$ cat config.mk
export PLATFORM = sky130hd
export DESIGN_NAME = huffman_stream_scheduler
export DESIGN_NICKNAME = d
export VERILOG_FILES = /design/src/rtl/huffman_stream_scheduler.sv
export SDC_FILE = /design/constraint.sdc
export NUM_CORES = 1
export LEC_CHECK = 0
export BUFFER_PORTS_ARGS = -buffer_cell sky130_fd_sc_hd__buf_2
export CAP_MARGIN = 20
export CORE_MARGIN = 2
export CORE_UTILIZATION = 24
export CTS_CLUSTER_SIZE = 30
export DETAILED_ROUTE_END_ITERATION = 8
export HOLD_SLACK_MARGIN = 0.08
export SLEW_MARGIN = 40
export SYNTH_ARGS = -nofsm -noshare
export SYNTH_HDL_FRONTEND = slang
export SYNTH_SLANG_ARGS = --single-unit
$ cat constraint.sdc
create_clock -name clk -period 5.29 [get_ports clk]
set_clock_uncertainty 0.15 [all_clocks]
set_input_delay 0.7935 -clock clk [delete_from_list [all_inputs] [get_ports clk]]
set_output_delay 0.7935 -clock clk [all_outputs]
set_load 0.1 [all_outputs]
$ cat src/rtl/huffman_stream_scheduler.sv
// Round-robin scheduler sharing one huffman_decoder across NUM_CH channels.
// Optional perf counters (perf_zero_cnt, perf_bit_cnt) when HUFF_SCHED_PERF_EN is defined.
module huffman_stream_scheduler #(
  parameter int NUM_CH = 4,
  parameter int WORD_W = 32,
  parameter int LEN_W  = 16,
  localparam int CW    = (NUM_CH > 1) ? $clog2(NUM_CH) : 1,
  localparam int BCW   = $clog2(WORD_W + 1)
) (
  input  logic                     clk,
  input  logic                     reset,
  input  logic [NUM_CH-1:0]        ch_req,
  input  logic [NUM_CH*LEN_W-1:0]  ch_len,
  output logic [NUM_CH-1:0]        ch_grant,
  input  logic [NUM_CH*WORD_W-1:0] ch_word,
  input  logic [NUM_CH-1:0]        ch_word_valid,
  output logic [NUM_CH-1:0]        ch_word_ready,
  output logic [NUM_CH-1:0]        ch_done,
  output logic                     dec_bit,
  output logic                     dec_bit_valid,
  input  logic [7:0]               dec_data,
  input  logic                     dec_data_valid,
  output logic [7:0]               out_data,
  output logic                     out_valid,
  output logic [CW-1:0]            out_ch,
  output logic                     out_last
`ifdef HUFF_SCHED_PERF_EN
  ,
  output logic [LEN_W-1:0]         perf_zero_cnt,
  output logic [31:0]              perf_bit_cnt
`endif
);

  typedef enum logic [2:0] {S_IDLE, S_ARB, S_LOAD, S_SHIFT, S_DRAIN, S_DONE} state_t;

  state_t              state_reg;
  logic [CW-1:0]       rr_reg;
  logic [CW-1:0]       g_reg;
  logic [LEN_W-1:0]    len_reg;
  logic [LEN_W-1:0]    issued_reg;
  logic [LEN_W-1:0]    recv_reg;
  logic [WORD_W-1:0]   sreg_reg;
  logic [BCW-1:0]      bit_cnt_reg;
  logic [3:0]          cw_rem_reg;
  logic                started_reg;

  logic [LEN_W-1:0]    len_arr  [NUM_CH];
  logic [WORD_W-1:0]   word_arr [NUM_CH];

  genvar gi;
  generate
    for (gi = 0; gi < NUM_CH; gi++) begin : g_unpack
      assign len_arr[gi]  = ch_len[gi*LEN_W +: LEN_W];
      assign word_arr[gi] = ch_word[gi*WORD_W +: WORD_W];
    end
  endgenerate

  // First requester strictly after rr_reg, wrapping; the smallest offset wins.
  logic          arb_found;
  logic [CW-1:0] arb_idx;
  always_comb begin
    arb_found = 1'b0;
    arb_idx   = '0;
    for (int i = NUM_CH; i >= 1; i--) begin
      if (ch_req[(int'(rr_reg) + i) % NUM_CH]) begin
        arb_found = 1'b1;
        arb_idx   = CW'((int'(rr_reg) + i) % NUM_CH);
      end
    end
  end

  logic [NUM_CH-1:0] grant_mask, arb_mask;
  assign grant_mask    = NUM_CH'(1) << g_reg;
  assign arb_mask      = NUM_CH'(1) << arb_idx;
  assign ch_word_ready = (state_reg == S_LOAD) ? grant_mask : '0;

  // Shadow parser mirrors the decoder's codeword framing one bit at a time.
  logic             s_bit, cw_end;
  logic [3:0]       cw_rem_next;
  logic [LEN_W-1:0] issued_next;
  assign s_bit = sreg_reg[WORD_W-1];
  always_comb begin
    cw_end      = 1'b0;
    cw_rem_next = cw_rem_reg;
    if (cw_rem_reg == 4'd0) begin
      cw_end      = ~s_bit;
      cw_rem_next = s_bit ? 4'd8 : 4'd0;
    end else begin
      cw_end      = (cw_rem_reg == 4'd1);
      cw_rem_next = cw_rem_reg - 4'd1;
    end
  end
  assign issued_next = issued_reg + {{(LEN_W-1){1'b0}}, cw_end};

  logic accept_out;
  assign accept_out = dec_data_valid &&
                      ((state_reg == S_SHIFT) || (state_reg == S_DRAIN) ||
                       ((state_reg == S_LOAD) && started_reg));

  always_ff @(posedge clk or posedge reset) begin
    if (reset) begin
      state_reg     <= S_IDLE;
      rr_reg        <= CW'(NUM_CH - 1);
      g_reg         <= '0;
      len_reg       <= '0;
      issued_reg    <= '0;
      recv_reg      <= '0;
      sreg_reg      <= '0;
      bit_cnt_reg   <= '0;
      cw_rem_reg    <= '0;
      started_reg   <= 1'b0;
      ch_grant      <= '0;
      ch_done       <= '0;
      dec_bit       <= 1'b0;
      dec_bit_valid <= 1'b0;
      out_data      <= '0;
      out_valid     <= 1'b0;
      out_ch        <= '0;
      out_last      <= 1'b0;
`ifdef HUFF_SCHED_PERF_EN
      perf_zero_cnt <= '0;
      perf_bit_cnt  <= '0;
`endif
    end else begin
      ch_done   <= '0;
      out_valid <= 1'b0;
      out_last  <= 1'b0;
      if (accept_out) begin
        out_valid <= 1'b1;
        out_data  <= dec_data;
        out_ch    <= g_reg;
        out_last  <= (recv_reg == len_reg - LEN_W'(1));
        recv_reg  <= recv_reg + LEN_W'(1);
      end
      case (state_reg)
        S_IDLE: begin
          dec_bit_valid <= 1'b0;
          if (|ch_req) state_reg <= S_ARB;
        end
        S_ARB: begin
          if (arb_found) begin
            g_reg       <= arb_idx;
            ch_grant    <= arb_mask;
            len_reg     <= len_arr[arb_idx];
            issued_reg  <= '0;
            recv_reg    <= '0;
            cw_rem_reg  <= '0;
            started_reg <= 1'b0;
`ifdef HUFF_SCHED_PERF_EN
            perf_zero_cnt <= '0;
            perf_bit_cnt  <= '0;
`endif
            if (len_arr[arb_idx] == '0) begin
              ch_done   <= arb_mask;
              state_reg <= S_DONE;
            end else begin
              state_reg <= S_LOAD;
            end
          end else begin
            state_reg <= S_IDLE;
          end
        end
        S_LOAD: begin
          dec_bit_valid <= 1'b0;
          if (ch_word_valid[g_reg]) begin
            sreg_reg    <= word_arr[g_reg];
            bit_cnt_reg <= BCW'(WORD_W);
            state_reg   <= S_SHIFT;
          end
        end
        S_SHIFT: begin
          dec_bit       <= s_bit;
          dec_bit_valid <= 1'b1;
          started_reg   <= 1'b1;
          sreg_reg      <= sreg_reg << 1;
          bit_cnt_reg   <= bit_cnt_reg - BCW'(1);
          cw_rem_reg    <= cw_rem_next;
          issued_reg    <= issued_next;
`ifdef HUFF_SCHED_PERF_EN
          perf_bit_cnt  <= perf_bit_cnt + 32'd1;
          if ((cw_rem_reg == 4'd0) && !s_bit) perf_zero_cnt <= perf_zero_cnt + LEN_W'(1);
`endif
          // Burst end wins over word end: leftover word bits are dropped.
          if (issued_next == len_reg) state_reg <= S_DRAIN;
          else if (bit_cnt_reg == BCW'(1)) state_reg <= S_LOAD;
        end
        S_DRAIN: begin
          dec_bit_valid <= 1'b0;
          if (recv_reg == len_reg) begin
            ch_done   <= grant_mask;
            state_reg <= S_DONE;
          end
        end
        S_DONE: begin
          ch_grant  <= '0;
          rr_reg    <= g_reg;
          state_reg <= S_IDLE;
        end
        default: state_reg <= S_IDLE;
      endcase
    end
  end

endmodule

* Word-level counts from Yosys, hierarchy flattened *
Cells that the tools add are included.

storage, ports and cells
  flip-flop bits (word level) = 120
  logic and storage cells = 142

operators by class
  shift-type cells = 2
  mux-type cells = 62
  equal/unequal tests = 15
  order comparisons = 7
  reductions and logical operators = 22
  bitwise operators = 7
  add/sub/neg operators = 9

operators with widths
  cell                                                                          count
  16-bit two-way mux                                                            6
  32-bit two-way mux                                                            3
  32-bit binary-select mux with 2-bit select                                    1
  32-bit case mux with 2 select lines                                           1
  16-bit == test                                                                3
  16-bit binary-select mux with 2-bit select                                    1
  4-bit two-way mux                                                             8
  16-bit case mux with 2 select lines                                           1
  4-bit case mux with 2 select lines                                            3
  3-bit two-way mux                                                             7
  1-bit two-way mux                                                             17
  16-bit by 1-bit adder with 16-bit output                                      1
  16-bit by 1-bit adder with 16-bit output, second input constant               1
  16-bit logical NOT                                                            1
  3-bit by 4-bit less-than comparator with 1-bit output, second input constant  4
  16-bit by 1-bit subtractor with 16-bit output, second input constant          1
  3-bit case mux with 5 select lines                                            1
  6-bit case mux with 2 select lines                                            1
  1-bit binary-select mux with 2-bit select                                     5
  2-bit two-way mux                                                             4
  2-bit AND reduction                                                           4
  2-bit nonzero test                                                            4
  2-bit OR reduction                                                            4
  1-bit by 2-bit left shift with 4-bit output, first input constant             2
  26 further kinds                                                              40

* Longest topological paths before layout *
Gate-level depths: netlist of run 1.

  word-level depth = 18
  mapped depth = 14
  gate-level depth less buffers = 14

* Worst setup path before layout of run 1 *
No wires, ideal clock.

  path kind = reg2out
  start = reg g_reg[0]
  end = out ch_word_ready[1]
  setup slack = 0.857 ns
  data arrival time = 3.490 ns
  cell stages (with the launch flop) = 5
  path through = dfrtp_1 > buf_1 > clkbuf_1 > inv_2 > nor3_1

between the ends
  longest elaborated chain between the ends = 2

ends and longest elaborated chain
  item                                         RTL line  source
  from (decl)                                  38        logic [CW-1:0] g_reg;
  from (signal assigned)                       142       g_reg <= arb_idx;
  1-bit by 2-bit left shift with 4-bit output  73        assign grant_mask = NUM_CH'(1) << g_reg;
  4-bit two-way mux                            75        assign ch_word_ready = (state_reg == S_LOAD) ? grant_mask : '0;
  to (decl)                                    17        output logic [NUM_CH-1:0] ch_word_ready,

Every way passes these cells.

* Worst setup path in the final report of run 1 *
  start = reg cw_rem_reg[0]
  end = reg state_reg[0]

between the ends
  longest elaborated chain between the ends = 6
  elaborated cells on any way between the ends = 9
  those cells by class = add/sub (1); eq/ne (3); mux (3); reduce/logical (2)

ends and longest elaborated chain
  item                                                                                  RTL line  source
  from (decl)                                                                           44        logic [3:0] cw_rem_reg;
  from (signal assigned)                                                                177       cw_rem_reg <= cw_rem_next;
  4-bit by 1-bit == test with 1-bit output / 4-bit logical NOT (equally long branches)  89, 85
  1-bit two-way mux *                                                                   85        if (cw_rem_reg == 4'd0) begin
  16-bit by 1-bit adder with 16-bit output *                                            93        assign issued_next = issued_reg + {{(LEN_W-1){1'b0}}, cw_end};
  16-bit == test *                                                                      184       if (issued_next == len_reg) state_reg <= S_DRAIN;
  3-bit two-way mux / 3-bit by 1-bit != test with 1-bit output (equally long branches)  n/a
  3-bit case mux with 5 select lines / 4-bit AND reduction (equally long branches)      n/a
  to (signal assigned)                                                                  138       if (|ch_req) state_reg <= S_ARB;
  to (signal assigned)                                                                  184
  to (signal assigned)                                                                  185       else if (bit_cnt_reg == BCW'(1)) state_reg <= S_LOAD;
  to (decl)                                                                             36        state_t state_reg;

Mark *: on every way between the ends. The rest lies on a longest branch, timed or not.
A chain may end at the register's enable or synchronous reset.

==> impl_metrics.csv, run 1 <==
group,metric,value,unit
power,ir_drop,0.000359,V
synthesis,synth-edff-count,0,
clock_network,cts_hold_buf,0,
place,port_buffers,236,
layout,fillCellCount,3312,
layout,fin_cells,1430,
timing,finalCriticalPeriod,4.24,ns
detailed_routing,highest_layer,"met4",
synthesis,postSynthCellCount,797,
detailed_routing,met3_length,1090,µm
timing,fin_crit_sh,80.1,%
synthesis,netlist_area,7600,µm²
setup_path,crit_type,"reg -> reg",
clock_network,clk_pin_slew,0.06,ns
detailed_routing,wl_met2,10900,µm
min_path,min_path_type,"in -> async",
setup_path,r2r-start,"cw_rem_reg[0]",
synthesis,synth-async-reset-ratio,100,%
clock_network,cts_root_buf,"clkbuf_16",
floorplan,dieArea,33100,µm²
detailed_routing,via_per_inst,4.84,
detailed_routing,m1WireLength,10100,µm
detailed_routing,avgRoutedWirePerCell,15.7,µm
floorplan,std_cell_rows,65,
place,place_hpwl,17000,µm
setup_path,cp-start-kind,"flop",
synthesis,ys_warn_count,0,
detailed_routing,ant_nets,0,
floorplan,pin_count,237,
synthesis,ys_seq_elements,120,
setup_path,cp-end-kind,"flop",
clock_network,cts_max_level,4,
place,dp.cells,1396,
clock_network,numCtsBuffers,17,
clock_network,cts_resized,0,
setup_path,cp.arrival,4.38,ns
global_routing,grt_overflow_total,0,
floorplan,die_x,182,µm
setup_path,critPathRequiredTime,5.44,ns
setup_path,rr_endpoint,"state_reg[0]",
floorplan,die_h,182,µm
layout,largest_register_ffs,32,
global_routing,antenna_found_initial,1,
clock_network,cts.sinks,120,
global_routing,grt_pass1_vias,6988,
place,gp_congestion,0.894,
detailed_routing,wl,22500,µm
layout,drive_above_1_share,32.7,%
timing,setup-violations-final,0,
synthesis,synthFlopType,"dfrtp_1",
timing,worst_slew_pin_slew,0.822,ns
timing,hold_violations,0,
setup_path,rr_worst_depth,14,
floorplan,coreArea,31400,µm²
detailed_routing,first_pass_iters,8,
global_routing,grt_use_total,13.7,%
timing,maxSlewHeadroom,44.7,%
global_routing,grt_max_degree,83,
setup_path,ff2ff_setup_slack,1.05,ns
setup_path,path_max_fanout,6,
clock_network,cts_tree,"yes",
synthesis,seq_area_frac_synth,39.5,%
floorplan,initial_core_util,24.2,%
synthesis,syn_area_per_cell,9.54,µm²
synthesis,synth_cell_types,54,
synthesis,syn-num-nets,1018,
timing,rsz0062_at_grt,"false",
layout,area_delta_synth_final,28.3,%
clock_network,clockBufferDepth,2,
detailed_routing,initialDrtViolationCount,410,
timing,finalMaxSlewViolations,0,
synthesis,synthTopCellsByArea,"dfrtp_1, mux4_2, nand2_1, o21ai_1, xnor2_1",
detailed_routing,drc_errors,0,
timing,tns,0,ns
synthesis,yosys.area.top_type,"dfrtp_1",
power,p_leak,4.39,nW
clock_network,clock_latency,0.42,ns
clock_network,cts_setup_buffers,0,
synthesis,synth_top_area_share,38.9,%
run_status,status,"finished, final reports clean",
run,cap_violations,0,
layout,fin_nets,1235,
global_routing,grt_pass1_wl,36300,µm
timing,max_freq,236,MHz
detailed_routing,via_count,6923,
power,power_density,543,nW/µm²
logic make-up after synthesis:
family	Yosys count	share of synthesized area (%)
AO/OA/AOI/OAI	155	12.6
XOR/XNOR	60	6.91
adder cells (fa/ha/maj)	10	1.65
buffers and inverters	73	3.79
flip-flops	120	39.5
multiplexers	71	16.6
AND/OR/NAND/NOR	308	19.0
report_power, final:
group	switching, mW	internal, mW	total (mW)
combinational	1.70	0.955	2.65
sequential	0.325	1.24	1.57
clock	0.465	0.609	1.07
through the flow:
step	setup WS (ns)	instance area [µm²]	hold slack [ns]	util (%)	power, mW
floorplan	0.857	7600	0.297	-	3.61
global placement	1.26	9180	0.302	29.2	4.20
detailed placement	1.16	9190	0.307	29.3	4.24
CTS	1.15	9730	0.331	31.0	5.34
global route	0.782	9750	0.343	31.0	5.67
finish	1.05	9750	0.290	31.0	5.29
critical path, cell delays in order (launching register included):
cell	delay, ns
dfrtp_1	0.40
inv_1	0.08
ha_1	0.22
mux2i_1	0.12
nor3_1	0.29
ha_1	0.34
ha_1	0.29
nand4_1	0.22
nor3_1	0.49
and3_1	0.31
and2_1	0.20
xnor2_1	0.08
nor4_1	0.58
a211oi_1	0.11
a211o_1	0.25
worst max path at each step:
stage,slack (ns),end,startpoint,depth (start not counted)
2_1_floorplan,0.86,ch_word_ready[1],g_reg[0],4
3_3_place_gp,1.26,state_reg[1],ch_req[3],9
3_5_place_dp,1.16,state_reg[0],cw_rem_reg[0],14
4_1_cts,1.15,state_reg[0],cw_rem_reg[0],14
5_1_grt,0.78,state_reg[0],cw_rem_reg[0],14
6_report,1.05,state_reg[0],cw_rem_reg[0],14
layout by cell type (no fill, tap or decap), types with 5 or more instances in the layout:
master     synthesis  routed
and3_1             8       8
nor2b_1            5       5
a31oi_1            6       6
a211oi_1           7       7
o21ai_0           11      11
or4_1              6       6
o22ai_1           18      18
o211ai_1           6       6
nor2_1            69      68
nor3b_1            5       5
mux4_2            41      41
nand4_1           15      15
buf_4              2      11
o21ai_1           64      64
inv_6              0       6
nor3_1            22      21
a21oi_1           16      15
dfrtp_1          118     117
nand3_1           22      22
nand2_1          111     110
clkbuf_16          0      17
nor4_1            11      11
nand2b_1          11      10
xnor2_1           32      32
xor2_1            28      28
and2_1             7       7
inv_1             22      21
or3_1             13      12
mux2i_1           26      26
ha_1              10      10
buf_2              5     236
cell usage after synthesis, drive strengths merged (11+ instances only):
library cell / n
nand4: 15
nand2b: 11
xnor2: 32
o22ai: 18
nor2: 69
dfrtp: 118
nor4: 11
nor3: 23
mux2i: 26
mux4: 43
buf: 15
a21oi: 17
nand2: 111
inv: 24
xor2: 28
clkbuf: 34
nand3: 22
o21ai: 76
or3: 13
cell type report:
class	count	area (µm²)	share of cell area, %
multi-input cells	604	4330	44.4
flip-flops and latches	120	3010	30.8
repair buffers	247	1260	13.0
well taps	402	503	5.16
clock buffers	18	429	4.40
clock inverters	14	113	1.16
inverters	24	97.6	1.00
diodes	1	2.50	0.0257
per-layer routing:
metal  GRT usage [%]  up-vias
li1                -     3328
met1            17.5     3372
met2            23.4      199
met3            2.89       24
met4            3.90        0
met5               0        -
Power figures use the tool's default switching activity.
==> inputs of run 2 (changes only) <==
Clock period 5.29 ns to 3.5 ns, I/O delays scaled along.
==> run 2 against run 1 <==
Compared with the run above:
- cell count increased by 1.5%
- largest power group unchanged
- clock-buffer cell count increased by 3
- critical path type unchanged
- critical endpoint is now state_reg[1]
- power increased by 58%
- first-iteration DRC count increased by 6.1%
- global-route usage increased by 0.99 points
- register-to-register slack got worse by 0.89 ns
- cell area increased by 3.3%
- sequential share of layout area decreased by 0.99 points
==> impl_metrics.csv, run 2 (same netlist as run 1, synthesis figures left out) <==
group,metric,value,unit
run_status,status,"finished, final reports clean",
layout,area_delta_synth_final,32.5,%
detailed_routing,drc_errors,0,
min_path,min_path_cells,3,
timing,tns,0,ns
power,p_leak,4.55,nW
floorplan,std_cell_rows,65,
layout,fin_nets,1258,
setup_path,r2r-start,"rr_reg[0]",
power,pwr-share-comb,50.0,%
timing,finalMaxSlewViolations,0,
global_routing,grt_max_degree,47,
layout,n_antenna_cell,0,
floorplan,initial_core_util,24.2,%
min_path,min_from,"dec_data[6]",
global_routing,grt_use_total,14.7,%
place,port_buffers,236,
timing,fin_crit_sh,95.1,%
timing,hold_violations,0,
place,dp_slack,-0.00857,ns
place,place_hpwl,18500,µm
power,clkPwrFrac,21.9,%
layout,fillCellCount,3280,
setup_path,cp-start-kind,"flop",
detailed_routing,avgRoutedWirePerCell,16.6,µm
timing,maxSlewHeadroom,49.7,%
setup_path,critPathRequiredTime,3.63,ns
detailed_routing,first_pass_iters,5,
global_routing,grt_overflow_total,0,
min_path,whs_endpoint,"out_data[6]",
detailed_routing,via_per_inst,4.94,
power,p_sw_share,45.5,%
timing,finalCriticalPeriod,3.33,ns
detailed_routing,via_count,7167,
layout,layout_commonest_cell,"buf_2",
global_routing,antenna_found_initial,0,
timing,max_freq,300,MHz
setup_path,cp.arrival,3.46,ns
setup_path,max_stage_delay,0.53,ns
timing,setup_ws,0.170,ns
detailed_routing,wl,24100,µm
clock_network,cts.sinks,120,
clock_network,cts_tree,"yes",
clock_network,cts_root_buf,"clkbuf_16",
power,p_seq_share,28.1,%
setup_path,path_cells,"nand2b_1 > o21ai_2 > a211oi_4 > buf_4 > mux4_2 > or4_1 > a2111oi_2 > and3_1 > o221ai_1",
clock_network,clk_pin_slew,0.06,ns
layout,design_area,10100,µm²
floorplan,die_x,182,µm
run,cap_violations,0,
setup_path,cp-end-kind,"flop",
setup_path,slowest_stage,"dfstp_2",
floorplan,pin_count,237,
power,power_density,833,nW/µm²
layout,drive_above_1_share,35.1,%
layout,final_cell_mix,"buf_2, dfrtp_1, nand2_1",
floorplan,dieArea,33100,µm²
clock_network,clock_latency,0.43,ns
clock_network,cts_max_level,4,
global_routing,grt_pass1_vias,7236,
global_routing,grt_pass1_wl,38700,µm
power,p_sw,3.81,mW
min_path,min_path_type,"in -> reg",
setup_path,ff2ff_setup_slack,0.17,ns
clock_network,numCtsBuffers,17,
floorplan,die_h,182,µm
power,ir_drop,0.000520,V
detailed_routing,initialDrtViolationCount,435,
detailed_routing,ant_nets,0,
floorplan,coreArea,31400,µm²
layout,largest_register_ffs,32,
place,gp_congestion,0.905,
setup_path,rr_endpoint,"state_reg[1]",
clock_network,clockBufferDepth,2,
setup_path,crit_type,"reg -> reg",
setup_path,rr_worst_depth,9,
place,placed_area,9360,µm²
timing,setup-violations-final,0,
power,p_int,4.57,mW
timing,worst_slew_pin_slew,0.747,ns
setup_path,path_max_fanout,7,
-- run 2: changes by cell type in the layout (fill, tap and decap cells not counted), moves of 2 or more --
cell,previous run,this run
buf_4,11,31
inv_6,6,1
ha_1,10,6
bufinv_16,0,3
clkbuf_8,0,3
ha_2,0,3
buf_12,0,2
inv_1,21,19
inv_2,2,4
inv_8,2,0
nor3_1,21,19
nor3_2,2,4
nor4_1,11,9
-- run 2: what timing repair did --
action                     in CTS  in global routing
setup endpoints to repair       1                  3
buffers inserted                0                  3
pin swaps                       0                 10
gates resized for setup         1                 15
hold buffers                    1                  0
gates cloned                    0                  0
hold endpoints to repair       12                  0
-- run 2: cell type report --
type                            instances  area, µm²  share of cell area, %
Inverter                               24       93.8                  0.932
Sequential cell                       120       3010                   29.9
Clock buffer                           21        470                   4.67
Timing Repair Buffer                  270       1460                   14.5
Clock inverter                         11        145                   1.44
Tap cell                              402        503                   4.99
Multi-Input combinational cell        604       4390                   43.6
-- run 2: layer usage --
layer  global-route usage (%)  up-vias  part of all wire, %
li1                         -     3369                    -
met1                     18.7     3519                   44
met2                     24.7      243                   48
met3                     2.75       36                  4.8
met4                     5.84        0                  2.7
met5                        0        -                    0
-- run 2: worst max path at each step --
stage                       start               end  slack, ns  depth (start not counted)
floorplan                g_reg[0]  ch_word_ready[1]      -0.66                          4
global placement    cw_rem_reg[0]      state_reg[0]       0.05                         15
detailed placement  cw_rem_reg[0]      state_reg[0]     -0.009                         15
CTS                 cw_rem_reg[0]      state_reg[0]       0.07                         15
global route        cw_rem_reg[0]      state_reg[0]      -0.05                         15
finish                  rr_reg[0]      state_reg[1]       0.17                          9
-- run 2: critical path, delay by kind of cell (launching register included) --
kind	cells	cell delay, ns
AO/OA/AOI/OAI	4	0.84
buffers and inverters	1	0.20
flip-flops	1	0.53
multiplexers	1	0.50
AND/OR/NAND/NOR	3	0.95
-- run 2: power groups by stage --
| stage | logic (mW) | registers (mW) | clock network (mW) |
|---|---|---|---|
| floorplan | 2.63 | 2.84 | 0 |
| global placement | 4.11 | 2.34 | 0 |
| detailed placement | 4.18 | 2.36 | 0 |
| CTS | 4.19 | 2.34 | 1.87 |
| global route | 4.61 | 2.42 | 1.93 |
| finish | 4.20 | 2.36 | 1.83 |
-- run 2: through the flow --
step	cells	power, mW	util [%]	hold WS, ns
2_1_floorplan	797	5.46	-	0.297
3_3_place_gp	1416	6.46	29.8	0.305
3_5_place_dp	1416	6.53	29.8	0.308
4_1_cts	1449	8.41	31.8	0.120
5_1_grt	1452	8.96	32.1	0.139
6_report	1452	8.39	32.1	0.137
==> inputs of run 3 (changes only) <==
Settings changed: CORE_UTILIZATION 24 to 25, REMOVE_ABC_BUFFERS from default to 1.
==> run 3 against run 2 <==
Compared with the run above:
- register-to-register slack about the same
- power decreased by 2.3%
- combinational power decreased by 1%
- die area decreased by 3.9%
- non-clock buffer count unchanged
- critical path depth increased by 6
- core utilization increased by 1.4 points
- critical endpoint is now state_reg[0]
- largest cell class unchanged
- highest routed layer unchanged
==> impl_metrics.csv, run 3 (same netlist as run 1, synthesis figures left out) <==
group,metric,value,unit
timing,maxSlewHeadroom,42.7,%
place,dp.cells,1405,
timing,finalMaxSlewViolations,0,
timing,max_freq,300,MHz
power,power_density,822,nW/µm²
place,place_hpwl,17000,µm
clock_network,cts_tree,"yes",
clock_network,cts.sinks,120,
clock_network,cts_root_buf,"clkbuf_16",
setup_path,crit_type,"reg -> reg",
layout,design_area,9970,µm²
layout,fillCellCount,3139,
power,clkPwrFrac,20.8,%
setup_path,crit_path_end,"state_reg[0]",
power,p_sw,3.81,mW
global_routing,grt_max_degree,59,
layout,layout_commonest_cell,"buf_2",
power,p_leak,4.53,nW
setup_path,cp.arrival,3.48,ns
detailed_routing,via_count,6948,
timing,finalCriticalPeriod,3.33,ns
global_routing,antenna_found_initial,1,
global_routing,grt_pass1_vias,6966,
setup_path,critPathRequiredTime,3.65,ns
clock_network,clock_latency,0.42,ns
power,pwr-share-comb,50.5,%
floorplan,pin_count,237,
layout,utilization,33.5,%
layout,final_cell_mix,"buf_2, dfrtp_1, nand2_1",
global_routing,grt_use_total,14.3,%
clock_network,clockBufferDepth,2,
floorplan,die_h,178,µm
setup_path,cp-startpoint,"cw_rem_reg[0]",
clock_network,clk_pin_slew,0.06,ns
floorplan,initial_core_util,25.5,%
layout,fin_nets,1258,
detailed_routing,ant_nets,0,
min_path,min_path_type,"in -> reg",
timing,hold_violations,0,
min_path,min_from,"dec_data[6]",
layout,area_delta_synth_final,31.2,%
detailed_routing,avgRoutedWirePerCell,15.6,µm
layout,drive_above_1_share,34.6,%
run_status,status,"finished, final reports clean",
layout,multi_input_area,4350,µm²
setup_path,rr_worst_depth,15,
place,port_buffers,236,
layout,fin_cells,1441,
power,p_sw_share,46.5,%
clock_network,numCtsBuffers,17,
power,ir_drop,0.000369,V
setup_path,rr_endpoint,"state_reg[0]",
detailed_routing,via_per_inst,4.82,
power,p_int,4.39,mW
layout,ff_latch_area,3010,µm²
floorplan,coreArea,29800,µm²
timing,fin_crit_sh,95.2,%
timing,worst_slew_pin_slew,0.852,ns
run,cap_violations,0,
layout,largest_register_ffs,32,
setup_path,r2r-start,"cw_rem_reg[0]",
setup_path,cp-end-kind,"flop",
detailed_routing,first_pass_iters,5,
setup_path,path_max_fanout,4,
floorplan,std_cell_rows,63,
setup_path,ff2ff_setup_slack,0.17,ns
global_routing,grt_pass1_wl,35900,µm
detailed_routing,initialDrtViolationCount,388,
floorplan,die_x,178,µm
detailed_routing,drc_errors,0,
detailed_routing,wl,22500,µm
timing,setup-violations-final,0,
place,gp_congestion,0.899,
power,p_seq_share,28.7,%
global_routing,grt_overflow_total,0,
place,placed_area,9350,µm²
setup_path,cp-start-kind,"flop",
clock_network,cts_max_level,4,
floorplan,dieArea,31800,µm²
## run 3: final cells by class
type                       count  share of cell area [%]
inverter                      24                   0.929
multi-input combinational    604                    43.6
timing repair buffer         270                    14.7
clock inverter                14                    1.38
tap                          390                    4.90
sequential                   120                    30.2
clock buffer                  18                    4.31
antenna                        1                  0.0251
## run 3: worst min-delay path by stage
stage,to,depth (start not counted)
finish,out_data[6],3
detailed placement,out_data[0],2
global route,out_data[3],3
floorplan,rr_reg[0],2
CTS,out_data[4],3
global placement,out_data[0],2
## run 3: metrics by stage
stage               hold slack, ns  setup TNS [ns]  power, mW  worst slack (ns)
floorplan                    0.297          -72.09       5.37             -1.00
global placement             0.305               0       6.44            0.0715
detailed placement           0.311         -0.0154       6.51           -0.0154
CTS                          0.130               0       8.26           0.00963
global route                 0.152         -0.0308       8.79           -0.0308
finish                       0.146               0       8.20             0.166
## run 3: power groups by stage
| stage | Sequential, mW | Clock [mW] | Combinational (mW) |
|---|---|---|---|
| 2_1_floorplan | 3.02 | 0 | 2.36 |
| 3_3_place_gp | 2.35 | 0 | 4.10 |
| 3_5_place_dp | 2.36 | 0 | 4.15 |
| 4_1_cts | 2.34 | 1.75 | 4.17 |
| 5_1_grt | 2.42 | 1.81 | 4.56 |
| 6_report | 2.35 | 1.70 | 4.14 |
## run 3: worst max-delay path, cell delays in order (launching register included)
cell and delay [ns]:
dfrtp_1 0.37, inv_1 0.09, ha_2 0.19, mux2i_1 0.08, nor3_2 0.23, ha_2 0.26, ha_1 0.18, nand4_1 0.14
nor3_2 0.22, and3_1 0.26, xnor2_1 0.15, nand4_1 0.12, nor4_2 0.29, buf_4 0.17, a211oi_1 0.05, a211o_1 0.25
## run 3: per-layer routing
layer	routed length (µm)	global-route usage, %	part of all wire [%]
met1	10000	18.2	44
met2	11100	24.2	49
met3	1050	2.98	4.6
met4	369	4.95	1.6
met5	0	0	0
## run 3: repair_timing
action | in CTS | in global routing
setup endpoints to repair | 1 | 3
pin swaps | 0 | 3
hold buffers | 1 | 0
buffers inserted | 0 | 2
resized for setup | 1 | 6
hold endpoints to repair | 38 | 0
